$ cat src/rtl/mips_mem_pkg.sv
// Shared types and helpers for the MIPS data-memory access controller.
package mips_mem_pkg;

    // Memory operation codes from the execute stage; codes not listed are reserved.
    typedef enum logic [3:0] {
        OP_LB  = 4'd0,
        OP_LBU = 4'd1,
        OP_LH  = 4'd2,
        OP_LHU = 4'd3,
        OP_LW  = 4'd4,
        OP_LWL = 4'd5,
        OP_LWR = 4'd6,
        OP_SB  = 4'd8,
        OP_SH  = 4'd9,
        OP_SW  = 4'd10
    } mem_op_t;

    // Controller sequencing states.
    typedef enum logic [1:0] {
        ST_IDLE = 2'd0,
        ST_BUS  = 2'd1,
        ST_RESP = 2'd2
    } ctrl_state_t;

    // Reads always fetch the whole word.
    localparam logic [3:0] BE_ALL = 4'b1111;

    function automatic logic is_load(input mem_op_t op);
        return op inside {OP_LB, OP_LBU, OP_LH, OP_LHU, OP_LW, OP_LWL, OP_LWR};
    endfunction

    function automatic logic is_store(input mem_op_t op);
        return op inside {OP_SB, OP_SH, OP_SW};
    endfunction

endpackage

$ cat src/rtl/load_align.sv
// Combinational load formatter: selects, extends or merges read data into the
// value written back to rt/rd, including the unaligned LWL/LWR merges.
module load_align
    import mips_mem_pkg::*;
(
    input  mem_op_t     op,
    input  logic [1:0]  off,
    input  logic [31:0] rd,
    input  logic [31:0] rt_old,
    output logic [31:0] result
);

    logic [7:0]  byte_sel;
    logic [15:0] half_sel;

    // Pick the addressed byte/halfword and build the result for the operation.
    always_comb begin
        // NOTE: every output of a combinational block gets a default first, so no
        // path can leave it unassigned and infer a latch.
        result   = rd;
        byte_sel = rd[{off, 3'b000} +: 8];
        half_sel = off[1] ? rd[31:16] : rd[15:0];
        case (op)
            OP_LB:  result = {{24{byte_sel[7]}}, byte_sel};
            OP_LBU: result = {24'h0, byte_sel};
            OP_LH:  result = {{16{half_sel[15]}}, half_sel};
            OP_LHU: result = {16'h0, half_sel};
            OP_LWL: begin
                case (off)
                    2'd0:    result = {rd[7:0],  rt_old[23:0]};
                    2'd1:    result = {rd[15:0], rt_old[15:0]};
                    2'd2:    result = {rd[23:0], rt_old[7:0]};
                    default: result = rd;
                endcase
            end
            OP_LWR: begin
                case (off)
                    2'd0:    result = rd;
                    2'd1:    result = {rt_old[31:24], rd[31:8]};
                    2'd2:    result = {rt_old[31:16], rd[31:16]};
                    default: result = {rt_old[31:8],  rd[31:24]};
                endcase
            end
            default: result = rd;
        endcase
    end

endmodule

$ cat src/rtl/mem_access_ctrl.sv
// Multi-cycle load/store controller between the MIPS pipeline and an
// Avalon-style data bus: one operation at a time, stalls the core until done.
module mem_access_ctrl
    import mips_mem_pkg::*;
(
    input  logic        clk,
    input  logic        reset_n,
    input  logic        req_valid,
    input  logic [3:0]  req_op,
    input  logic [31:0] req_addr,
    input  logic [31:0] req_store_data,
    input  logic [31:0] req_rt_old,
    output logic        req_ready,
    output logic        stall,
    output logic        rsp_valid,
    output logic        rsp_wen,
    output logic [31:0] rsp_wdata,
    output logic        rsp_fault,
    output logic [31:0] avm_address,
    output logic        avm_read,
    output logic        avm_write,
    output logic [3:0]  avm_byteenable,
    output logic [31:0] avm_writedata,
    input  logic [31:0] avm_readdata,
    input  logic        avm_waitrequest
);

    ctrl_state_t state;
    mem_op_t     op_in;
    logic [1:0]  off_in;
    logic        misaligned_in;
    logic        fault_in;
    logic [3:0]  st_be;
    logic [31:0] st_wdata;

    // Operation context held across the bus access.
    mem_op_t     op_q;
    logic [1:0]  off_q;
    logic [31:0] rt_old_q;
    logic [31:0] load_result;

    assign op_in  = mem_op_t'(req_op);
    assign off_in = req_addr[1:0];

    // The core freezes from the accept cycle through the response cycle.
    assign stall = (state != ST_IDLE) || req_valid;

    // Classify the incoming request: natural-alignment violations and reserved codes fault.
    always_comb begin
        misaligned_in = 1'b0;
        case (op_in)
            OP_LH, OP_LHU, OP_SH: misaligned_in = off_in[0];
            OP_LW, OP_SW:         misaligned_in = (off_in != 2'b00);
            default:              misaligned_in = 1'b0;
        endcase
        fault_in = misaligned_in || !(is_load(op_in) || is_store(op_in));
    end

    // Steer store data onto the addressed byte lanes; loads read the full word.
    always_comb begin
        st_be    = BE_ALL;
        st_wdata = req_store_data;
        case (op_in)
            OP_SB: begin
                st_be    = 4'b0001 << off_in;
                st_wdata = {4{req_store_data[7:0]}};
            end
            OP_SH: begin
                st_be    = off_in[1] ? 4'b1100 : 4'b0011;
                st_wdata = {2{req_store_data[15:0]}};
            end
            default: ;
        endcase
    end

    load_align u_load_align (
        .op     (op_q),
        .off    (off_q),
        .rd     (avm_readdata),
        .rt_old (rt_old_q),
        .result (load_result)
    );

    // Control FSM with all bus and response outputs registered.
    always_ff @(posedge clk or negedge reset_n) begin
        if (!reset_n) begin
            // NOTE: sequential state uses non-blocking assignments only, so every
            // register samples pre-edge values regardless of statement order.
            state          <= ST_IDLE;
            req_ready      <= 1'b1;
            rsp_valid      <= 1'b0;
            rsp_wen        <= 1'b0;
            rsp_fault      <= 1'b0;
            rsp_wdata      <= 32'h0;
            avm_address    <= 32'h0;
            avm_read       <= 1'b0;
            avm_write      <= 1'b0;
            avm_byteenable <= 4'h0;
            avm_writedata  <= 32'h0;
            op_q           <= OP_LB;
            off_q          <= 2'd0;
            rt_old_q       <= 32'h0;
        end else begin
            case (state)
                ST_IDLE: begin
                    if (req_valid) begin
                        req_ready <= 1'b0;
                        op_q      <= op_in;
                        off_q     <= off_in;
                        rt_old_q  <= req_rt_old;
                        if (fault_in) begin
                            state     <= ST_RESP;
                            rsp_valid <= 1'b1;
                            rsp_fault <= 1'b1;
                            rsp_wen   <= 1'b0;
                            rsp_wdata <= 32'h0;
                        end else begin
                            state          <= ST_BUS;
                            avm_address    <= {req_addr[31:2], 2'b00};
                            avm_read       <= is_load(op_in);
                            avm_write      <= is_store(op_in);
                            avm_byteenable <= st_be;
                            avm_writedata  <= st_wdata;
                        end
                    end
                end
                ST_BUS: begin
                    if (!avm_waitrequest) begin
                        state     <= ST_RESP;
                        avm_read  <= 1'b0;
                        avm_write <= 1'b0;
                        rsp_valid <= 1'b1;
                        rsp_fault <= 1'b0;
                        rsp_wen   <= is_load(op_q);
                        rsp_wdata <= is_load(op_q) ? load_result : 32'h0;
                    end
                end
                ST_RESP: begin
                    state     <= ST_IDLE;
                    req_ready <= 1'b1;
                    rsp_valid <= 1'b0;
                    rsp_wen   <= 1'b0;
                    rsp_fault <= 1'b0;
                    rsp_wdata <= 32'h0;
                end
                default: begin
                    state     <= ST_IDLE;
                    req_ready <= 1'b1;
                end
            endcase
        end
    end

endmodule

$ cat config.mk
export PLATFORM = sky130hd
export DESIGN_NAME = mem_access_ctrl
export DESIGN_NICKNAME = d
export VERILOG_FILES = /design/src/rtl/mips_mem_pkg.sv /design/src/rtl/load_align.sv /design/src/rtl/mem_access_ctrl.sv
export SDC_FILE = /design/constraint.sdc
export NUM_CORES = 1
export LEC_CHECK = 0
export CAP_MARGIN = 10
export CORE_AREA = 5 5 141 170
export CTS_CLUSTER_SIZE = 12
export DETAILED_ROUTE_END_ITERATION = 10
export DIE_AREA = 0 0 146 175
export HOLD_SLACK_MARGIN = 0.03
export PLACE_DENSITY = 0.72
export SYNTH_ARGS = -nofsm -noshare
export SYNTH_HDL_FRONTEND = slang
export SYNTH_SLANG_ARGS = --single-unit
$ cat constraint.sdc
create_clock -name clk -period 5.12 [get_ports clk]
set_input_delay 1.536 -clock clk [delete_from_list [all_inputs] [get_ports clk]]
set_output_delay 1.536 -clock clk [all_outputs]
set_load 0.005 [all_outputs]
Word level (Yosys, flattened, before mapping)
Index checks and enable logic that the tools add are counted.
{ "totals": {"regBits": 144, "wordCells": 99} }
{ "op_classes": {"eq_ne": 23, "shift": 2, "muxes": 35, "bitwise": 2, "n_reduce_logical": 23} }
{ "op_table": {"columns": ["op", "count"], "rows": [
  ["32-bit one-hot mux with 3 select lines", 3],
  ["32-bit one-hot mux with 6 select lines", 1],
  ["32-bit two-way mux", 4],
  ["32-bit one-hot mux with 2 select lines", 1],
  ["32-bit by 6-bit indexed part select with 8-bit output", 1],
  ["4-bit by 3-bit equality test with 1-bit output (second input constant)", 6],
  ["4-bit by 2-bit equality test with 1-bit output (second input constant)", 4],
  ["16-bit two-way mux", 1],
  ["7-bit nonzero test", 2],
  ["4-bit equality test (second input constant)", 3],
  ["1-bit two-way mux", 12],
  ["1-bit one-hot mux with 3 select lines", 3],
  ["4-bit by 1-bit equality test with 1-bit output (second input constant)", 2],
  ["4-bit logical NOT", 2],
  ["2-bit inequality test (second input constant)", 4],
  ["1-bit one-hot mux with 2 select lines", 4],
  ["4-bit one-hot mux with 2 select lines", 1],
  ["4-bit AND reduction", 2],
  ["2-bit two-way mux", 3],
  ["2-bit AND reduction", 3],
  ["2-bit nonzero test", 3],
  ["3-bit nonzero test", 2],
  ["2-bit by 1-bit equality test with 1-bit output (second input constant)", 2],
  ["2-bit equality test (second input constant)", 2],
  ["10 further kinds", 14]
]} }

Depth between registers and ports, before layout
Gate-level depths: netlist of the first run.
{ "depth": {"depth_word": 8, "ltp_mapped": 9} }

Modules after synthesis
A second synthesis of the first run with hierarchy kept.
{ "unflattened": {"cells_unflattened": 735, "area_unflattened_um2": 8396.8} }
{ "by_module_without_submodules": {"columns": ["mod", "n_inst", "cells_per_inst", "area_each_um2", "seq_area_each_um2"], "rows": [
  ["mem_access_ctrl", 1, 470, 6294.8, 3604.7],
  ["load_align", 1, 265, 2102.0, 0.0]
]} }

Least setup slack after synthesis of the first run
OpenSTA, ideal clock, no wires.
{ "synth_timing": {"kind": "in2reg", "from": "input req_op[0]", "to": "register rsp_wdata[15]", "setup_ns": 0.122, "t_arrival_ns": 3.141, "t_required_ns": 4.998, "slack_ns": 1.858, "path_stages": 8, "path_cell_list": "buf_2 > mux2_2 > o21ai_0 > o21ai_0 > nor2b_1 > clkbuf_1 > clkbuf_1 > a32o_1"} }
{ "synth_via": {"elab_chain_cells": 7, "word_cells_on_any_way": 20, "cone_classes": "10 x eq/ne; 1 x mux; 9 x reduce/logical"} }
{ "synth_lines": {"columns": ["element", "line_no", "source"], "rows": [
  ["start: declaration", "mem_access_ctrl.sv:9", "input logic [3:0] req_op,"],
  ["4-bit by 1-bit equality test with 1-bit output (tied with other cells)", "mips_mem_pkg.sv:29", "return op inside {OP_LB, OP_LBU, OP_LH, OP_LHU, OP_LW, OP_LWL, OP_LWR};"],
  ["7-bit nonzero test / 3-bit nonzero test (equally long branches)", "mips_mem_pkg.sv:29, mips_mem_pkg.sv:33", null],
  ["1-bit logical OR", "mem_access_ctrl.sv:56", "fault_in = misaligned_in || !(is_load(op_in) || is_store(op_in));"],
  ["1-bit logical NOT", "mem_access_ctrl.sv:56", null],
  ["1-bit logical OR (*)", "mem_access_ctrl.sv:56", null],
  ["2-bit inequality test (no source line) (*)", null, null],
  ["4-bit AND reduction (no source line) (*)", null, null],
  ["end signal: assignment", "mem_access_ctrl.sv:135", "rsp_wdata <= is_load(op_q) ? load_result : 32'h0;"],
  ["end: declaration", "mem_access_ctrl.sv:17", "output logic [31:0] rsp_wdata,"]
]} }
Every way passes the cells marked *; elsewhere a longest branch is shown, timed or not.
A chain may end at the register's enable or synchronous reset.

Final worst setup path of the first run
{ "layout_timing": {"from": "input req_valid", "to": "output stall"} }
{ "layout_via": {"elab_chain_cells": 1} }
{ "layout_lines": {"columns": ["element", "line_no", "source"], "rows": [
  ["start: declaration", "mem_access_ctrl.sv:8", "input logic req_valid,"],
  ["1-bit logical OR", "mem_access_ctrl.sv:46", "assign stall = (state != ST_IDLE) || req_valid;"],
  ["end: declaration", "mem_access_ctrl.sv:14", "output logic stall,"]
]} }
Every way passes these cells.

==> flow_summary.json, run 1 <==
{
  "status": "finished, final reports clean",
  "grt_usage_pct": 20.0,
  "grt_antenna_before_repair": 2,
  "cts-buffers-inserted": 17,
  "cts_tree": "done",
  "peakVddDrop_v": 0.000305,
  "rows": 60,
  "routed_wl_um": 25700,
  "hp-class": "reg -> reg",
  "clkTransAtPathRegs_ns": 0.07,
  "seq_area_frac_synth_pct": 46.1,
  "fillCellCount": 1993,
  "period_share_pct": 83.9,
  "gr-total-overflow": 0,
  "finalHoldViolCount": 0,
  "synth_edf_count": 0,
  "wl_met1_um": 10200,
  "tightest_slew_ns": 1.15,
  "drcViolationCount": 0,
  "power_frac_seq_pct": 32.5,
  "fin_crit_ns": 4.30,
  "cp_data_arrival_time_ns": 2.76,
  "synthFlopType": "dfrtp_1",
  "dieWidth_um": 146,
  "synthArstFlopShare_pct": 100,
  "criticalPathCategory": "in -> out",
  "holdPathStages": 2,
  "die_height_um": 175,
  "yosysWarnings": 0,
  "initial_core_util_pct": 35.3,
  "hold_buffers": 0,
  "slew_headroom_pct": 22.9,
  "p_per_area_nw_per_um2": 557,
  "fmax_mhz": 233,
  "worstPathRequired_ns": 3.58,
  "drive_gt1_share_pct": 12.9,
  "p_leak_nw": 4.76,
  "finClkSkew_ns": 0.0119,
  "grt_max_degree": 83,
  "core_um2": 22100,
  "cp_slowest_cell": "clkdlybuf4s50_1",
  "p_sw_share_pct": 37.8,
  "postRouteAntennaNets": 0,
  "path_cells": "clkdlybuf4s50_1 -> inv_1 -> nand2_1 -> clkdlybuf4s50_1",
  "wl_met3_um": 3050,
  "synth_area_um2": 7820,
  "ios": 243,
  "cp_common_cell": "clkdlybuf4s50_1",
  "hpwl_um": 18900,
  "synth.ff_latch_count": 144,
  "port_buffers": 240,
  "htreeDepth": 4,
  "first_pass_iters": 7,
  "area_growth_pct": 41.2,
  "dieArea_um2": 25600,
  "setup_viol": 0,
  "cts-root-buf": "clkbuf_16",
  "crit_fanout": 3,
  "max-cap-violations": 0,
  "clock_latency_ns": 0.42,
  "ff2ff_path_depth": 6,
  "p_int_w": 0.00382,
  "gp_congestion": 0.890,
  "syn_area_per_cell_um2": 10.1,
  "combPwrFrac_pct": 48.0,
  "pwr-share-clk_pct": 19.5,
  "post_cts_resized": 0,
  "first_global_vias": 7042,
  "clk_path_buf_depth": 2,
  "fin_nets": 1133,
  "cts_setup_buffers": 0,
  "fin_tns_setup_ns": 0,
  "via_count": 6920,
  "p_switching_w": 0.00232,
  "top_layer_used": "met5",
  "viasPerCell": 5.38,
  "synth_cells": 778,
  "wl_per_cell_um": 20.0,
  "yosysUniqueCellTypes": 51,
  "worstSetupEndpointType": "output port",
  "timing.hold.ws_ns": 0.475,
  "grt_pass1_wl_um": 40400,
  "initialDrtViolationCount": 509,
  "cts_sinks": 144,
  "drv_slew": 0,
  "critPathLaunchType": "input pin",
  "power_w": 0.00615,
  "max_stage_delay_ns": 0.53,
  "rsz0062_at_grt": "false",
  "met2_length_um": 11900
}
[stage by stage]
step / area (µm²) / worst slack (ns) / utilization (%) / std cells
floorplan: 7820 / 1.86 / - / 779
global placement: 10500 / 0.883 / 47.3 / 1254
detailed placement: 10500 / 0.838 / 47.3 / 1254
CTS: 11000 / 0.829 / 49.8 / 1285
global route: 11000 / 0.789 / 49.8 / 1285
finish: 11000 / 0.824 / 49.9 / 1287
[cell usage in the layout (no fill, tap or decap), types with 3 or more instances in the layout]
master,synthesis,layout
clkinv_2,0,4
o22a_1,7,7
buf_4,2,17
o221ai_1,6,6
o311ai_0,7,7
a22o_1,15,15
inv_1,7,7
a32o_1,17,17
o221ai_2,10,10
ha_1,3,3
dfrtp_1,143,141
o32a_1,7,7
mux2i_1,89,89
o21ai_0,50,50
clkdlybuf4s50_1,0,239
nand2b_1,22,22
nor2_1,35,34
inv_6,0,3
nand2_1,169,169
mux2_2,57,57
a211oi_1,10,10
clkbuf_16,0,17
a31oi_1,4,4
o22ai_1,8,8
a21oi_1,18,18
[power by group through the flow]
stage                     clock network (W)  registers, W  logic [W]
after floorplan                           0       0.00188    0.00178
after global placement                    0       0.00200    0.00291
after detailed placement                  0       0.00201    0.00295
after CTS                           0.00122       0.00200    0.00297
after global routing                0.00127       0.00206    0.00323
final                               0.00120       0.00200    0.00295
[Yosys cell counts, drive strengths merged (10+ instances only)]
| library cell | n | area, µm² |
|---|---|---|
| dfrtp | 143 | 3580 |
| nor2 | 36 | 138 |
| mux2i | 89 | 891 |
| a21oi | 18 | 90.1 |
| o221ai | 16 | 203 |
| mux2 | 57 | 642 |
| a211oi | 10 | 75.1 |
| a32o | 17 | 170 |
| nand2b | 22 | 138 |
| nand2 | 169 | 634 |
| o21ai | 52 | 260 |
| a22o | 15 | 131 |
| clkbuf | 44 | 165 |
| buf | 18 | 101 |
[cell type report]
class	instances	area (µm²)	share of cell area [%]
Clock inverter	12	109	0.986
Tap cell	279	349	3.16
Clock buffer	19	453	4.10
Timing Repair Buffer	258	2550	23.1
Sequential cell	144	3610	32.7
Multi-Input combinational cell	566	3940	35.7
Antenna cell	2	5.00	0.0453
Inverter	7	26.3	0.238
[registers in the layout, summed over array words and instances (netlist names)]
| register | flops |
|---|---|
| avm_address | 30 |
| avm_byteenable | 4 |
| avm_read | 1 |
| avm_write | 1 |
| avm_writedata | 32 |
| off_q | 2 |
| op_q | 4 |
| req_ready | 1 |
| rsp_fault | 1 |
| rsp_valid | 1 |
| rsp_wdata | 32 |
| rsp_wen | 1 |
| rt_old_q | 32 |
| state | 2 |
[worst paths after layout]
kind                                              from                     endpoint  slack [ns]
max                                          req_valid                        stall        0.82
min                        avm_address[23]$_DFFE_PN0P_  avm_address[23]$_DFFE_PN0P_        0.47
max reg2reg                        op_q[3]$_DFFE_PN0P_    rsp_wdata[15]$_DFFE_PN0P_        2.18
min reg2reg                avm_address[23]$_DFFE_PN0P_  avm_address[23]$_DFFE_PN0P_        0.47
max in group asynchronous                      reset_n      rt_old_q[4]$_DFFE_PN0P_        3.11
min in group asynchronous                      reset_n      rt_old_q[2]$_DFFE_PN0P_        1.14
[critical path, delay by kind of cell]
kind,cells,cell delay [ns]
simple gates,1,0.11
buf+inv,3,1.11
[cells by family after synthesis]
family | after synthesis | synth area share, %
flip-flops | 144 | 46.1
other | 1 | 0.0480
AO/OA/AOI/OAI | 173 | 16.8
adder cells (fa/ha/maj) | 3 | 0.480
multiplexers | 147 | 19.9
AND/OR/NAND/NOR | 241 | 13.0
buffers and inverters | 69 | 3.74
[per-layer routing]
layer	GRT usage, %	vias up
met3	8.61	40
met2	32.6	326
li1	-	3229
met5	0	-
met1	24.5	3321
met4	5.22	4
Power figures use the tool's default switching activity.
==> run 2: changes to the inputs <==
==> constraint.sdc (replaced) <==
create_clock -name clk -period 4.1 [get_ports clk]
set_input_delay 1.23 -clock clk [delete_from_list [all_inputs] [get_ports clk]]
set_output_delay 1.23 -clock clk [all_outputs]
set_load 0.005 [all_outputs]
==> flow_summary.json, run 2 (synthesis results as in run 1) <==
{
  "status": "finished, final reports clean",
  "drcViolationCount": 0,
  "viasPerCell": 5.40,
  "first_global_vias": 6952,
  "fmax_mhz": 275,
  "clk_path_buf_depth": 2,
  "die_height_um": 175,
  "fillCellCount": 2017,
  "area_growth_pct": 42.8,
  "ios": 243,
  "seqCellArea_um2": 3610,
  "cts_setup_buffers": 0,
  "first_pass_iters": 5,
  "htreeDepth": 4,
  "grtUsageMet1_pct": 24.6,
  "initial_core_util_pct": 35.3,
  "postRouteAntennaNets": 0,
  "drive_gt1_share_pct": 13.0,
  "r2r_start": "off_q[0]$_DFFE_PN0P_",
  "cts-root-buf": "clkbuf_16",
  "dieArea_um2": 25600,
  "cp_data_arrival_time_ns": 2.40,
  "peakVddDrop_v": 0.000398,
  "hp-class": "reg -> reg",
  "fin_nets": 1134,
  "final_cells": 1286,
  "initialDrtViolationCount": 410,
  "drv_slew": 0,
  "core_um2": 22100,
  "placed_cells": 1255,
  "cts-buffers-inserted": 17,
  "criticalPathCategory": "in -> out",
  "wl_per_cell_um": 20.3,
  "fin_tns_setup_ns": 0,
  "clock_latency_ns": 0.43,
  "crit_fanout": 3,
  "worstSetupStartpoint": "req_valid",
  "critPathLaunchType": "input pin",
  "hold_buffers": 0,
  "grt_pass1_wl_um": 40300,
  "cts_sinks": 144,
  "port_buffers": 240,
  "grt_antenna_before_repair": 6,
  "p_leak_nw": 4.82,
  "post_cts_resized": 0,
  "period_share_pct": 88.5,
  "grt_max_degree": 87,
  "max-cap-violations": 0,
  "layout_common_cells": "239 x clkdlybuf4s50_1, 169 x nand2_1, 141 x dfrtp_1",
  "setup_viol": 0,
  "fin_crit_ns": 3.63,
  "gp_congestion": 0.889,
  "hpwl_um": 19200,
  "clkTransAtPathRegs_ns": 0.06,
  "use_met3_pct": 8.30,
  "busiest_layer": "met2",
  "p_per_area_nw_per_um2": 713,
  "via_count": 6946,
  "slew_headroom_pct": 25.5,
  "worstPathRequired_ns": 2.87,
  "gr-total-overflow": 0,
  "grt_usage_pct": 20.1,
  "largestRegisters": "avm_writedata x32, rsp_wdata x32, rt_old_q x32",
  "worstSetupEndpointType": "output port",
  "finalHoldViolCount": 0,
  "dieWidth_um": 146,
  "rsz0062_at_grt": "false",
  "use_met2_pct": 32.3,
  "tightest_slew_ns": 1.11,
  "antennaDiodeCount": 0,
  "layout_commonest_cell": "clkdlybuf4s50_1",
  "rows": 60,
  "cts_tree": "done",
  "hold_start": "avm_address[3]$_DFFE_PN0P_",
  "multi_input_area_um2": 3950,
  "routed_wl_um": 26100,
  "finClkSkew_ns": 0.0179
}
[run 2: changes by cell type in the layout (fill, tap and decap cells not counted)]
cell        previous run  this run
bufinv_16              1         5
clkinv_2               4         1
buf_12                 1         3
clkbuf_8               2         0
diode_2                2         0
buf_4                 17        16
clkinvlp_4             2         1
inv_6                  3         4
inv_8                  0         1
nor2b_2                1         0
nor2b_4                0         1
[run 2: area by class of cell]
type | instances | area share (%)
sequential | 144 | 32.3
timing repair buffer | 259 | 23.1
inverter | 7 | 0.235
clock buffer | 17 | 3.81
tap | 279 | 3.13
multi-input combinational | 566 | 35.4
clock inverter | 14 | 2.03
[run 2: final timing paths]
kind,endpoint,slack (ns),cells past startpoint
max,stall,0.47,4
min,avm_address[3]$_DFFE_PN0P_,0.47,2
max reg2reg,rsp_wdata[5]$_DFFE_PN0P_,1.47,5
min reg2reg,avm_address[3]$_DFFE_PN0P_,0.47,2
max in group asynchronous,avm_address[18]$_DFFE_PN0P_,2.46,2
min in group asynchronous,rt_old_q[2]$_DFFE_PN0P_,0.86,1
[run 2: worst max-delay path, stage by stage]
cell	delay, ns
clkdlybuf4s50_1	0.52
inv_1	0.07
nand2_1	0.08
clkdlybuf4s50_1	0.50
[run 2: layer usage]
layer	wire length (µm)	part of all wire, %	vias to the layer above
met3	2810	11	58
met5	64	0.25	-
met4	686	2.6	12
met2	12200	47	332
li1	-	-	3231
met1	10300	40	3313
[run 2: power breakdown]
part / switching, W / internal [W]
registers: 0.000509 / 0.00201
clock network: 0.000666 / 0.00109
logic: 0.00177 / 0.00191
[run 2: per-stage QoR]
stage	hold WS, ns	total power, W	setup slack, ns	util (%)	instance area [µm²]
2_1_floorplan	0.470	0.00457	1.14	-	7820
3_3_place_gp	0.457	0.00616	0.476	47.5	10500
3_5_place_dp	0.462	0.00623	0.436	47.5	10500
4_1_cts	0.478	0.00801	0.471	50.4	11200
5_1_grt	0.495	0.00846	0.435	50.4	11200
6_report	0.475	0.00796	0.470	50.4	11200
==> run 3: changes to the inputs <==
==> constraint.sdc (replaced) <==
create_clock -name clk -period 4.1 [get_ports clk]
set_input_delay 1.025 -clock clk [delete_from_list [all_inputs] [get_ports clk]]
set_output_delay 1.025 -clock clk [all_outputs]
set_load 0.005 [all_outputs]
==> flow_summary.json, run 3 (synthesis results as in run 1) <==
{
  "drive_gt1_share_pct": 12.9,
  "hold_buffers": 0,
  "cts_tree": "done",
  "multi_input_area_um2": 3940,
  "whs_endpoint": "avm_address[18]$_DFFE_PN0P_",
  "clk_path_buf_depth": 2,
  "critPathLaunchType": "input pin",
  "die_height_um": 175,
  "power_frac_seq_pct": 32.7,
  "cts_setup_buffers": 0,
  "combPwrFrac_pct": 47.6,
  "status": "finished, final reports clean",
  "postRouteAntennaNets": 0,
  "crit_cells": 4,
  "max_stage_delay_ns": 0.53,
  "routed_wl_um": 26100,
  "final_cells": 1286,
  "r2r_setup_slack_ns": 1.42,
  "setup_viol": 0,
  "tightest_slew_ns": 0.924,
  "holdPathStages": 2,
  "hp-class": "reg -> reg",
  "gr-total-overflow": 0,
  "clkTransAtPathRegs_ns": 0.07,
  "period_share_pct": 79.0,
  "hpwl_um": 19000,
  "area_growth_pct": 41.4,
  "critical-path-top-delay-family": "buffers and inverters",
  "clock_latency_ns": 0.42,
  "fillCellCount": 2030,
  "fin_tns_setup_ns": 0,
  "viasPerCell": 5.38,
  "dieWidth_um": 146,
  "initial_core_util_pct": 35.3,
  "first_global_vias": 7122,
  "first_pass_iters": 5,
  "htreeDepth": 4,
  "wl_per_cell_um": 20.3,
  "grt_antenna_before_repair": 3,
  "p_leak_nw": 4.76,
  "core_um2": 22100,
  "pwr-share-clk_pct": 19.7,
  "cp_common_cell": "clkdlybuf4s50_1",
  "ff2ff_path_depth": 7,
  "worstPathRequired_ns": 3.07,
  "cts-root-buf": "clkbuf_16",
  "fin_crit_ns": 3.24,
  "dieArea_um2": 25600,
  "placed_cells": 1254,
  "gp_congestion": 0.854,
  "port_buffers": 240,
  "cp_slowest_cell": "clkdlybuf4s50_1",
  "worstSetupEndpointType": "output port",
  "path_buf_inv": 3,
  "largestRegisters": "avm_writedata x32, rsp_wdata x32, rt_old_q x32",
  "hold_start": "avm_address[18]$_DFFE_PN0P_",
  "layout_commonest_cell": "clkdlybuf4s50_1",
  "grt_usage_pct": 20.3,
  "rsz0062_at_grt": "false",
  "initialDrtViolationCount": 420,
  "timing.hold.ws_ns": 0.473,
  "path_cells": "clkdlybuf4s50_1 -> inv_1 -> nand2_1 -> clkdlybuf4s50_1",
  "crit_fanout": 3,
  "rows": 60,
  "fin_nets": 1133,
  "finClkSkew_ns": 0.0128,
  "grt_max_degree": 87,
  "cts_sinks": 144,
  "antennaDiodeCount": 0,
  "cp_data_arrival_time_ns": 2.21,
  "layout_common_cells": "239 x clkdlybuf4s50_1, 169 x nand2_1, 141 x dfrtp_1",
  "criticalPathCategory": "in -> out",
  "r2r_start": "off_q[1]$_DFFE_PN0P_",
  "p_int_w": 0.00478,
  "cts-buffers-inserted": 17,
  "p_per_area_nw_per_um2": 698,
  "p_sw_share_pct": 38.1,
  "drcViolationCount": 0,
  "seqCellArea_um2": 3610,
  "p_switching_w": 0.00294,
  "r2r-end": "rsp_wdata[21]$_DFFE_PN0P_",
  "grt_pass1_wl_um": 41000,
  "fmax_mhz": 309,
  "via_count": 6922,
  "post_cts_resized": 0,
  "peakVddDrop_v": 0.000353,
  "ios": 243,
  "max-cap-violations": 0,
  "slew_headroom_pct": 38.4,
  "drv_slew": 0,
  "finalHoldViolCount": 0
}
[run 3: metal layers]
metal	vias up	GRT usage (%)	routed length, µm
met1	3319	24.1	10200
met3	46	8.51	2850
met5	-	0	37
li1	3225	-	-
met4	6	6.71	731
met2	326	33.3	12300
[run 3: stage by stage]
step / util [%] / setup WS, ns / cell area [µm²] / power, W
3_3_place_gp: 47.4 / 0.675 / 10500 / 0.00615
3_5_place_dp: 47.4 / 0.635 / 10500 / 0.00621
2_1_floorplan: - / 1.35 / 7820 / 0.00457
5_1_grt: 49.9 / 0.822 / 11100 / 0.00825
6_report: 49.9 / 0.861 / 11100 / 0.00772
4_1_cts: 49.9 / 0.858 / 11100 / 0.00778
[run 3: how the worst max path moves through the flow]
stage                     start                        end  slack (ns)
2_1_floorplan         req_op[0]  rsp_wdata[15]$_DFFE_PN0P_        1.35
3_3_place_gp   avm_readdata[31]  rsp_wdata[21]$_DFFE_PN0P_        0.68
6_report              req_valid                      stall        0.86
5_1_grt               req_valid                      stall        0.82
4_1_cts               req_valid                      stall        0.86
3_5_place_dp   avm_readdata[31]  rsp_wdata[19]$_DFFE_PN0P_        0.64
[run 3: worst min-delay path: cells and delay by family, from the launching register on]
family / cells / cell delay, ns
and+or+nand+nor: 2 / 0.11
DFF: 1 / 0.34
[run 3: power by group through the flow]
stage	registers (W)	logic, W	clock network (W)
2_1_floorplan	0.00235	0.00223	0
3_3_place_gp	0.00252	0.00363	0
3_5_place_dp	0.00254	0.00367	0
4_1_cts	0.00252	0.00370	0.00155
5_1_grt	0.00260	0.00403	0.00162
6_report	0.00252	0.00367	0.00152
[run 3: cell type report]
| cell class | instances | share of cell area, % |
|---|---|---|
| clock inverters | 13 | 1.14 |
| flip-flops and latches | 144 | 32.6 |
| well taps | 279 | 3.16 |
| clock buffers | 19 | 4.01 |
| repair buffers | 258 | 23.2 |
| inverters | 7 | 0.238 |
| multi-input cells | 566 | 35.7 |
